**config.mk**
```make
export PLATFORM = sky130hd
export DESIGN_NAME = pwm_capture_flat
export DESIGN_NICKNAME = d
export VERILOG_FILES = /design/src/rtl/pwm_pkg.sv /design/src/rtl/pwm_capture_if.sv /design/src/rtl/pwm_sync_filter.sv /design/src/rtl/pwm_capture.sv /design/src/flat_wrapper.sv
export SDC_FILE = /design/constraint.sdc
export NUM_CORES = 1
export LEC_CHECK = 0
export CORE_UTILIZATION = 54
export DETAILED_ROUTE_END_ITERATION = 8
export PLACE_DENSITY = 0.82
export SLEW_MARGIN = 40
export SYNTH_ARGS = -nofsm -noshare
export SYNTH_HDL_FRONTEND = slang
export SYNTH_SLANG_ARGS = --single-unit
```
**constraint.sdc**
```tcl
create_clock -name clock -period 2 [get_ports clock]
set_input_delay 0.2 -clock clock [delete_from_list [all_inputs] [get_ports clock]]
set_output_delay 0.2 -clock clock [all_outputs]
set_load 0.02 [all_outputs]
```
**src/rtl/pwm_pkg.sv**
```systemverilog
// pwm_pkg -- shared types and constants for the PWM capture block.
// Holds the measurement FSM state encoding and the default counter width.
package pwm_pkg;

  // Default width of the cycle counter and the period/high_time outputs.
  localparam int PWM_WIDTH_DEFAULT = 16;

  // Measurement FSM states.
  //   IDLE : no session
  //   ARM  : waiting for the first rising edge
  //   HIGH : counting, pwm_in currently high
  //   LOW  : counting, pwm_in currently low
  typedef enum logic [1:0] {
    IDLE = 2'd0,
    ARM  = 2'd1,
    HIGH = 2'd2,
    LOW  = 2'd3
  } pwm_state_t;

endpackage

```
**src/rtl/pwm_capture_if.sv**
```systemverilog
// pwm_capture_if -- control, waveform and measurement signals of pwm_capture.
// master: the controller/environment side; slave: the capture block itself.
interface pwm_capture_if #(
  parameter int WIDTH = 16
);

  logic             start;
  logic             stop;
  logic             pwm_in;
  logic [WIDTH-1:0] period;
  logic [WIDTH-1:0] high_time;
  logic             valid;
  logic             busy;
  logic             overflow;

  modport master (
    output start, stop, pwm_in,
    input  period, high_time, valid, busy, overflow
  );

  modport slave (
    input  start, stop, pwm_in,
    output period, high_time, valid, busy, overflow
  );

endinterface

```
**src/rtl/pwm_sync_filter.sv**
```systemverilog
// pwm_sync_filter -- brings the asynchronous pwm_in into the clock domain
// and produces the level (lvl) used for edge detection.
// With PWM_CAPTURE_FILTER_EN defined, lvl only follows the synchronized
// input after three consecutive identical samples (2 extra cycles latency,
// pulses shorter than 3 cycles are dropped). Without it, lvl is the raw
// synchronizer output. SYNC_STAGES must be at least 2.
module pwm_sync_filter #(
  parameter int SYNC_STAGES = 2
) (
  input  logic clock,
  input  logic reset,
  input  logic pwm_in,
  output logic lvl
);

  logic [SYNC_STAGES-1:0] sync_reg;

  // Synchronizer chain: pwm_in enters at bit 0, the settled level leaves at the top bit.
  always_ff @(posedge clock) begin
    if (!reset) begin
      sync_reg <= '0;
    end else begin
      sync_reg <= {sync_reg[SYNC_STAGES-2:0], pwm_in};
    end
  end

`ifdef PWM_CAPTURE_FILTER_EN
  logic       sync_lvl;
  logic [1:0] hist_reg;
  logic       lvl_reg;
  logic       agree;

  assign sync_lvl = sync_reg[SYNC_STAGES-1];
  // Current sample plus the two previous ones must all match before lvl moves;
  // otherwise the last accepted level is held. Same delay for both edges.
  assign agree    = (sync_lvl == hist_reg[0]) && (sync_lvl == hist_reg[1]);
  assign lvl      = agree ? sync_lvl : lvl_reg;

  // Sample history and the held level for the deglitch filter.
  always_ff @(posedge clock) begin
    if (!reset) begin
      hist_reg <= '0;
      lvl_reg  <= 1'b0;
    end else begin
      hist_reg <= {hist_reg[0], sync_lvl};
      lvl_reg  <= lvl;
    end
  end
`else
  assign lvl = sync_reg[SYNC_STAGES-1];
`endif

endmodule

```
**src/rtl/pwm_capture.sv**
```systemverilog
// pwm_capture -- measures period and high time of an asynchronous PWM input
// in clock cycles. After start, every rising edge from the second one onward
// produces a one-cycle valid pulse with fresh period/high_time values.
// Counter saturation without a closing edge sets a sticky overflow flag and
// re-arms. Optional deglitch filter: PWM_CAPTURE_FILTER_EN (in pwm_sync_filter).
module pwm_capture
  import pwm_pkg::*;
#(
  parameter int WIDTH       = PWM_WIDTH_DEFAULT,
  parameter int SYNC_STAGES = 2
) (
  input logic         clock,
  input logic         reset,
  pwm_capture_if.slave bus
);

  localparam logic [WIDTH-1:0] CNT_MAX = '1;
  localparam logic [WIDTH-1:0] CNT_ONE = WIDTH'(1);

  pwm_state_t       state_reg, state_next;
  logic [WIDTH-1:0] cnt_reg, cnt_next;
  logic [WIDTH-1:0] hi_reg, hi_next;
  logic [WIDTH-1:0] period_reg, period_next;
  logic [WIDTH-1:0] high_time_reg, high_time_next;
  logic             valid_reg, valid_next;
  logic             overflow_reg, overflow_next;
  logic             lvl;
  logic             lvl_prev_reg;
  logic             rise;
  logic             fall;

  pwm_sync_filter #(
    .SYNC_STAGES (SYNC_STAGES)
  ) u_sync_filter (
    .clock  (clock),
    .reset  (reset),
    .pwm_in (bus.pwm_in),
    .lvl    (lvl)
  );

  assign rise = lvl & ~lvl_prev_reg;
  assign fall = ~lvl & lvl_prev_reg;

  // State, counter, measurement registers and the edge-detect history.
  always_ff @(posedge clock) begin
    if (!reset) begin
      state_reg     <= IDLE;
      cnt_reg       <= '0;
      hi_reg        <= '0;
      period_reg    <= '0;
      high_time_reg <= '0;
      valid_reg     <= 1'b0;
      overflow_reg  <= 1'b0;
      lvl_prev_reg  <= 1'b0;
    end else begin
      state_reg     <= state_next;
      cnt_reg       <= cnt_next;
      hi_reg        <= hi_next;
      period_reg    <= period_next;
      high_time_reg <= high_time_next;
      valid_reg     <= valid_next;
      overflow_reg  <= overflow_next;
      lvl_prev_reg  <= lvl;
    end
  end

  // Next-state and datapath decisions; stop out-ranks edges and start.
  always_comb begin
    state_next     = state_reg;
    cnt_next       = cnt_reg;
    hi_next        = hi_reg;
    period_next    = period_reg;
    high_time_next = high_time_reg;
    valid_next     = 1'b0;
    overflow_next  = overflow_reg;

    if ((state_reg != IDLE) && bus.stop) begin
      state_next = IDLE;
    end else begin
      unique case (state_reg)
        IDLE: begin
          if (bus.start && !bus.stop) begin
            state_next    = ARM;
            overflow_next = 1'b0;
          end
        end
        ARM: begin
          // Falling edges are irrelevant until the first rising edge.
          if (rise) begin
            state_next = HIGH;
            cnt_next   = CNT_ONE;
          end
        end
        HIGH: begin
          // A saturated counter cannot hold a valid period any more, so a
          // falling edge arriving exactly at saturation is also treated as overflow.
          if (cnt_reg == CNT_MAX) begin
            state_next    = ARM;
            overflow_next = 1'b1;
          end else if (fall) begin
            hi_next    = cnt_reg;
            cnt_next   = cnt_reg + CNT_ONE;
            state_next = LOW;
          end else begin
            cnt_next = cnt_reg + CNT_ONE;
          end
        end
        LOW: begin
          if (rise) begin
            period_next    = cnt_reg;
            high_time_next = hi_reg;
            valid_next     = 1'b1;
            cnt_next       = CNT_ONE;
            state_next     = HIGH;
          end else if (cnt_reg == CNT_MAX) begin
            state_next    = ARM;
            overflow_next = 1'b1;
          end else begin
            cnt_next = cnt_reg + CNT_ONE;
          end
        end
        default: state_next = IDLE;
      endcase
    end
  end

  assign bus.period    = period_reg;
  assign bus.high_time = high_time_reg;
  assign bus.valid     = valid_reg;
  assign bus.overflow  = overflow_reg;
  assign bus.busy      = (state_reg != IDLE);

endmodule

```
**src/flat_wrapper.sv**
```systemverilog
// flat-port wrapper written by rule: the top's interface ports become plain ports
module pwm_capture_flat import pwm_pkg::*;
#(
  parameter int WIDTH       = PWM_WIDTH_DEFAULT,
  parameter int SYNC_STAGES = 2
)
  (clock, reset, bus_start, bus_stop, bus_pwm_in, bus_period, bus_high_time, bus_valid, bus_busy, bus_overflow);
  pwm_capture_if #(.WIDTH(WIDTH)) bus_i ();
  input logic clock;
  input logic reset;
  input wire logic [$bits(bus_i.start)-1:0] bus_start;
  input wire logic [$bits(bus_i.stop)-1:0] bus_stop;
  input wire logic [$bits(bus_i.pwm_in)-1:0] bus_pwm_in;
  output wire logic [$bits(bus_i.period)-1:0] bus_period;
  output wire logic [$bits(bus_i.high_time)-1:0] bus_high_time;
  output wire logic [$bits(bus_i.valid)-1:0] bus_valid;
  output wire logic [$bits(bus_i.busy)-1:0] bus_busy;
  output wire logic [$bits(bus_i.overflow)-1:0] bus_overflow;
  assign bus_i.start = bus_start;
  assign bus_i.stop = bus_stop;
  assign bus_i.pwm_in = bus_pwm_in;
  assign bus_period = bus_i.period;
  assign bus_high_time = bus_i.high_time;
  assign bus_valid = bus_i.valid;
  assign bus_busy = bus_i.busy;
  assign bus_overflow = bus_i.overflow;
  pwm_capture #(.WIDTH(WIDTH), .SYNC_STAGES(SYNC_STAGES)) u_core (.clock(clock), .reset(reset), .bus(bus_i));
endmodule
```
Word level (Yosys, flattened, before mapping)
Cells that the tools add are included.
{"block": "word_totals", "register_bits": 71, "inputBits": 5, "out_inout_bits": 35, "word_cells": 57}
{"block": "op_classes", "add_sub_neg": 1, "n_eq_ne": 9, "muxes": 16, "n_bitwise": 8, "reduce_logical": 14}
{"operator": "$mux 16", "count": 3}
{"operator": "$pmux 16 s3", "count": 1}
{"operator": "$add 16x1->16 const B", "count": 1}
{"operator": "$eq 16x16->1 const B", "count": 1}
{"operator": "$mux 2", "count": 6}
{"operator": "$reduce_and 4->1", "count": 3}
{"operator": "$pmux 2 s4", "count": 1}
{"operator": "$ne 3x1->1 const B", "count": 2}
{"operator": "$not 1->1", "count": 6}
{"operator": "$reduce_and 3->1", "count": 2}
{"operator": "$reduce_bool 3->1", "count": 2}
{"operator": "$eq 2x2->1 const B", "count": 2}
{"operator": "$mux 1", "count": 4}
{"operator": "$ne 2x1->1 const B", "count": 2}
{"operator": "$pmux 1 s3", "count": 1}
{"operator": "$reduce_or 3->1", "count": 1}
{"operator": "$and 1x1->1", "count": 2}
{"operator": "$eq 2x1->1 const B", "count": 1}
{"operator": "$logic_and 1x1->1", "count": 2}
{"operator": "$logic_not 2->1", "count": 1}
{"operator": "$ne 2x2->1 const B", "count": 1}
{"operator": "$reduce_bool 2->1", "count": 1}
{"operator": "$reduce_or 2->1", "count": 1}
{"operator": "$logic_not 1->1", "count": 1}

Longest topological paths before layout
{"block": "depth", "ltp_word": 5, "mapped_depth": 8, "ltp_nobuf": 6}

Cells and area by module
A second synthesis with hierarchy kept.
{"block": "unflattened", "hier_cells": 348, "area_unflattened_um2": 2995.4}
{"module": "pwm_capture", "n_inst": 1, "cells_each": 344, "area_each_um2": 2942.8, "seq_area_each_um2": 1381.3}
{"module": "pwm_sync_filter", "n_inst": 1, "cells_each": 4, "area_each_um2": 52.6, "seq_area_each_um2": 40.0}

Worst setup path before layout
OpenSTA, ideal clock, no wires.
{"block": "synth_timing", "path_type": "register -> register", "start": "register u_core.cnt_reg[0]", "end": "register u_core.hi_reg[1]", "setup_ns": 0.128, "t_arrival_ns": 1.669, "t_required_ns": 1.872, "slack_ns": 0.204, "path_stages_with_launch": 9, "n_path_buf": 2, "period_less_slack_ns": 1.796, "path_cell_list": "dfxtp_1 ha_1 nand4_1 nor4_2 or4_1 buf_6 buf_12 mux2i_1 nor2_1"}
{"block": "synth_between", "elab_chain_len": 3}
{"element": "start: declaration", "line": "pwm_capture.sv:21", "rtl": "logic [WIDTH-1:0] cnt_reg, cnt_next;"}
{"element": "start signal: assignment", "line": "pwm_capture.sv:57", "rtl": "cnt_reg <= cnt_next;"}
{"element": "$eq 16x16->1", "line": "pwm_capture.sv:97", "rtl": "if (cnt_reg == CNT_MAX) begin"}
{"element": "$not 1->1 (no source line)"}
{"element": "$reduce_and 4->1 (no source line)"}
{"element": "end signal: assignment", "line": "pwm_capture.sv:58", "rtl": "hi_reg <= hi_next;"}
{"element": "end: declaration", "line": "pwm_capture.sv:22", "rtl": "logic [WIDTH-1:0] hi_reg, hi_next;"}
No other way between the ends.
A chain may end at the register's enable or synchronous reset.

Final worst setup path
{"block": "layout_timing", "start": "register u_core.state_reg[1]", "end": "output bus_busy"}
{"block": "layout_between", "elab_chain_len": 1}
{"element": "start: declaration", "line": "pwm_capture.sv:20", "rtl": "pwm_state_t state_reg, state_next;"}
{"element": "start signal: assignment", "line": "pwm_capture.sv:56", "rtl": "state_reg <= state_next;"}
{"element": "$reduce_bool 2->1", "line": "pwm_capture.sv:131", "rtl": "assign bus.busy = (state_reg != IDLE);"}
{"element": "end: declaration", "line": "flat_wrapper.sv:17", "rtl": "output wire logic [$bits(bus_i.busy)-1:0] bus_busy;"}
No other way between the ends.

==> impl_metrics.env <==
export IMPL_status="complete, no violations"
export IMPL_grt_pass1_vias=2493
export IMPL_ys_warn_count=0
export IMPL_min_to="u_core.u_sync_filter.sync_reg[0]$_SDFF_PN0_"
export IMPL_io_buffers=39
export IMPL_synth_main_ff_cell="dfxtp_1"
export IMPL_layout_commonest_cell="nand2_1"
export IMPL_wire_per_inst_microns=15.2
export IMPL_hold_viol_final=0
export IMPL_gp_congestion=0.906
export IMPL_dp_hpwl_mm=4.76
export IMPL_die_w_microns=75.6
export IMPL_pwr_share_comb=0.022
export IMPL_async_flop_share=0
export IMPL_io_pins=40
export IMPL_whs_path_depth=2
export IMPL_yosysSeqAreaShare=0.486
export IMPL_p_int_mw=2.44
export IMPL_worstReg2RegStart="u_core.cnt_reg[0]$_SDFFE_PN0P_"
export IMPL_powerDensity_nw_per_um2=811
export IMPL_slew_headroom=0.608
export IMPL_fin_crit_sh=0.961
export IMPL_setup_ws_ns=0.0780
export IMPL_syn_avg_cell_area_sq_um=8.45
export IMPL_r2r_slack_ns=0.16
export IMPL_synthAdderAreaFrac=0.00428
export IMPL_slowest_stage="clkdlybuf4s50_1"
export IMPL_start_util=0.565
export IMPL_diodes=0
export IMPL_maxCapViolations=0
export IMPL_reg2reg_to="u_core.hi_reg[11]$_SDFFE_PN0P_"
export IMPL_clock_latency_ns=0.36
export IMPL_die_area_sq_um=5710
export IMPL_cts_made_buffers=9
export IMPL_hp_class="in -> reg"
export IMPL_clock_fmax_ghz=0.520
export IMPL_fill_cells=379
export IMPL_synth_edff_count=0
export IMPL_grtUsageTotal=0.268
export IMPL_mostFrequentLayoutCells="83 x nand2_1, 71 x dfxtp_1, 39 x clkdlybuf4s50_1"
export IMPL_synth_compound_area_frac=0.143
export IMPL_cp_depth=3
export IMPL_synth_xor_area_frac=0.0120
export IMPL_htreeDepth=3
export IMPL_finClkSkew_ns=0.00973
export IMPL_p_sw_mw=0.612
export IMPL_syn_nets=352
export IMPL_routed_via_density=5.65
export IMPL_cp_max_fo=6
export IMPL_power_leakage_nw=1.43
export IMPL_cts_tree="yes"
export IMPL_grt_overflow_total=0
export IMPL_arrival_ns=1.72
export IMPL_cts_setup_buffers=0
export IMPL_drive_above_1_share=0.134
export IMPL_slowest_delay_ns=0.53
export IMPL_ys_types=52
export IMPL_setup_violations=0
export IMPL_worst_setup_path_start_kind="flop"
export IMPL_dr_pass1_iters=5
export IMPL_drt_total_wl_mm=7.17
export IMPL_yosys_area_share_simple=0.248
export IMPL_grt_pass1_wl_mm=11.2
export IMPL_drc=0
export IMPL_worst_path_buf_inv=2
export IMPL_placementRows=26
export IMPL_critical_path_top_delay_family="buffers and inverters"
export IMPL_path_class="reg -> out"
export IMPL_netlist_area_sq_um=2920
export IMPL_fp_dieH_microns=75.6
export IMPL_hold_slack_ns=0.440
export IMPL_worst_pin_slew_ns=0.588
export IMPL_p_sw_frac=0.201
export IMPL_area_growth_pct=28.5
export IMPL_synth_top_family_by_area="simple AND/OR/NAND/NOR gates"
export IMPL_pwr_share_seq=0.466
export IMPL_num_vias=2674
export IMPL_reg2reg_depth=7
export IMPL_required_ns=1.80
export IMPL_rsz0062_at_grt="no"
export IMPL_path_cells="buf_4 -> or2_2 -> clkdlybuf4s50_1"
export IMPL_drtIter0Drc=178
export IMPL_postSynthCellCount=346
export IMPL_fin_crit_ns=1.92
export IMPL_grt_max_degree=43
export IMPL_maxSlewViolCount=0
export IMPL_post_place_ws_ns=-0.00216
export IMPL_antenna_left=0
export IMPL_ir_drop_mv=0.462
export IMPL_coreArea_sq_um=5170
export IMPL_antenna_found_initial=0
export IMPL_cts_sinks=71
export IMPL_clk_path_buf_depth=2
export IMPL_worst_hold_startpoint="bus_pwm_in"
export IMPL_root_buffer="clkbuf_8"
export IMPL_finalNetCount=404
export IMPL_synth_mux_area_frac=0.0548
export IMPL_clkPwrFrac=0.511
export IMPL_clk_pin_slew_ns=0.08
export IMPL_ys_ff_latch=71
export IMPL_critPathCaptureType="primary output"
-- how the worst max path moves through the flow --
stage | startpoint | to | slack (ns)
2_1_floorplan | u_core.cnt_reg[0]$_SDFFE_PN0P_ | u_core.hi_reg[1]$_SDFFE_PN0P_ | 0.20
3_3_place_gp | bus_stop | u_core.cnt_reg[4]$_SDFFE_PN0P_ | -0.01
3_5_place_dp | bus_stop | u_core.cnt_reg[4]$_SDFFE_PN0P_ | -0.002
4_1_cts | u_core.cnt_reg[0]$_SDFFE_PN0P_ | u_core.cnt_reg[5]$_SDFFE_PN0P_ | 0.08
5_1_grt | u_core.cnt_reg[0]$_SDFFE_PN0P_ | u_core.hi_reg[7]$_SDFFE_PN0P_ | 0.006
6_report | u_core.state_reg[1]$_SDFFE_PP0P_ | bus_busy | 0.08
-- area by class of cell --
class,instances,area (sq um),share of cell area
Inverter,3,11.3,0.00300
Clock buffer,11,141,0.0376
Tap cell,70,87.6,0.0233
Clock inverter,5,129,0.0343
Sequential cell,71,1420,0.378
Multi-Input combinational cell,247,1360,0.362
Timing Repair Buffer,66,609,0.162
-- kinds of logic after synthesis --
family | count (synthesis)
simple gates | 158
buf+inv | 28
flops | 71
mux | 16
xor+xnor | 4
compound gates | 68
fa+ha+maj | 1
-- synth_stat cells, types with 2 or more instances --
master | instances | share of area
a211oi_1 | 2 | 0.0051
a21oi_1 | 38 | 0.065
a22o_1 | 2 | 0.0060
a31o_1 | 2 | 0.0060
a31oi_1 | 3 | 0.0064
and2_1 | 3 | 0.0064
and3_1 | 4 | 0.0086
buf_2 | 3 | 0.0051
buf_4 | 4 | 0.010
clkbuf_1 | 14 | 0.018
clkbuf_2 | 2 | 0.0034
dfxtp_1 | 71 | 0.49
inv_1 | 2 | 0.0026
mux2i_1 | 16 | 0.055
nand2_1 | 83 | 0.11
nand2b_1 | 2 | 0.0043
nand3_1 | 10 | 0.017
nand3b_1 | 2 | 0.0051
nand4_1 | 5 | 0.011
nor2_1 | 29 | 0.037
nor3_1 | 3 | 0.0051
nor4_1 | 2 | 0.0043
o211ai_1 | 2 | 0.0051
o21ai_0 | 5 | 0.0086
o21ai_1 | 2 | 0.0034
o31ai_1 | 2 | 0.0051
o41ai_1 | 2 | 0.0060
or2_2 | 3 | 0.0064
or4_1 | 3 | 0.0077
xnor2_1 | 2 | 0.0060
xor2_1 | 2 | 0.0060
-- per-layer routing --
layer	up-vias	share of wire	track usage
li1	1300	-	-
met1	1257	0.44	0.326
met2	104	0.48	0.438
met3	13	0.056	0.0648
met4	0	0.019	0.144
met5	-	0	0
-- through the flow --
step	setup TNS [ns]	power, mW	area [sq um]	util	std cells
2_1_floorplan	0	1.49	2920	-	346
3_3_place_gp	-0.0112	1.52	3480	0.673	457
3_5_place_dp	-0.00216	1.52	3480	0.673	457
4_1_cts	0	3.05	3750	0.725	473
5_1_grt	0	3.12	3760	0.727	473
6_report	0	3.05	3760	0.727	473
-- power groups by stage --
stage	registers, mW	clock network (mW)	logic, mW
CTS	1.42	1.56	0.0677
detailed placement	1.45	0	0.0669
global placement	1.45	0	0.0661
floorplan	1.45	0	0.0385
global route	1.42	1.62	0.0738
finish	1.42	1.56	0.0683
-- timing repair --
action / in CTS / in global routing
setup endpoints to repair: 0 / 15
hold buffers: 0 / 0
resized for setup: 0 / 2
Power figures use the tool's default switching activity.
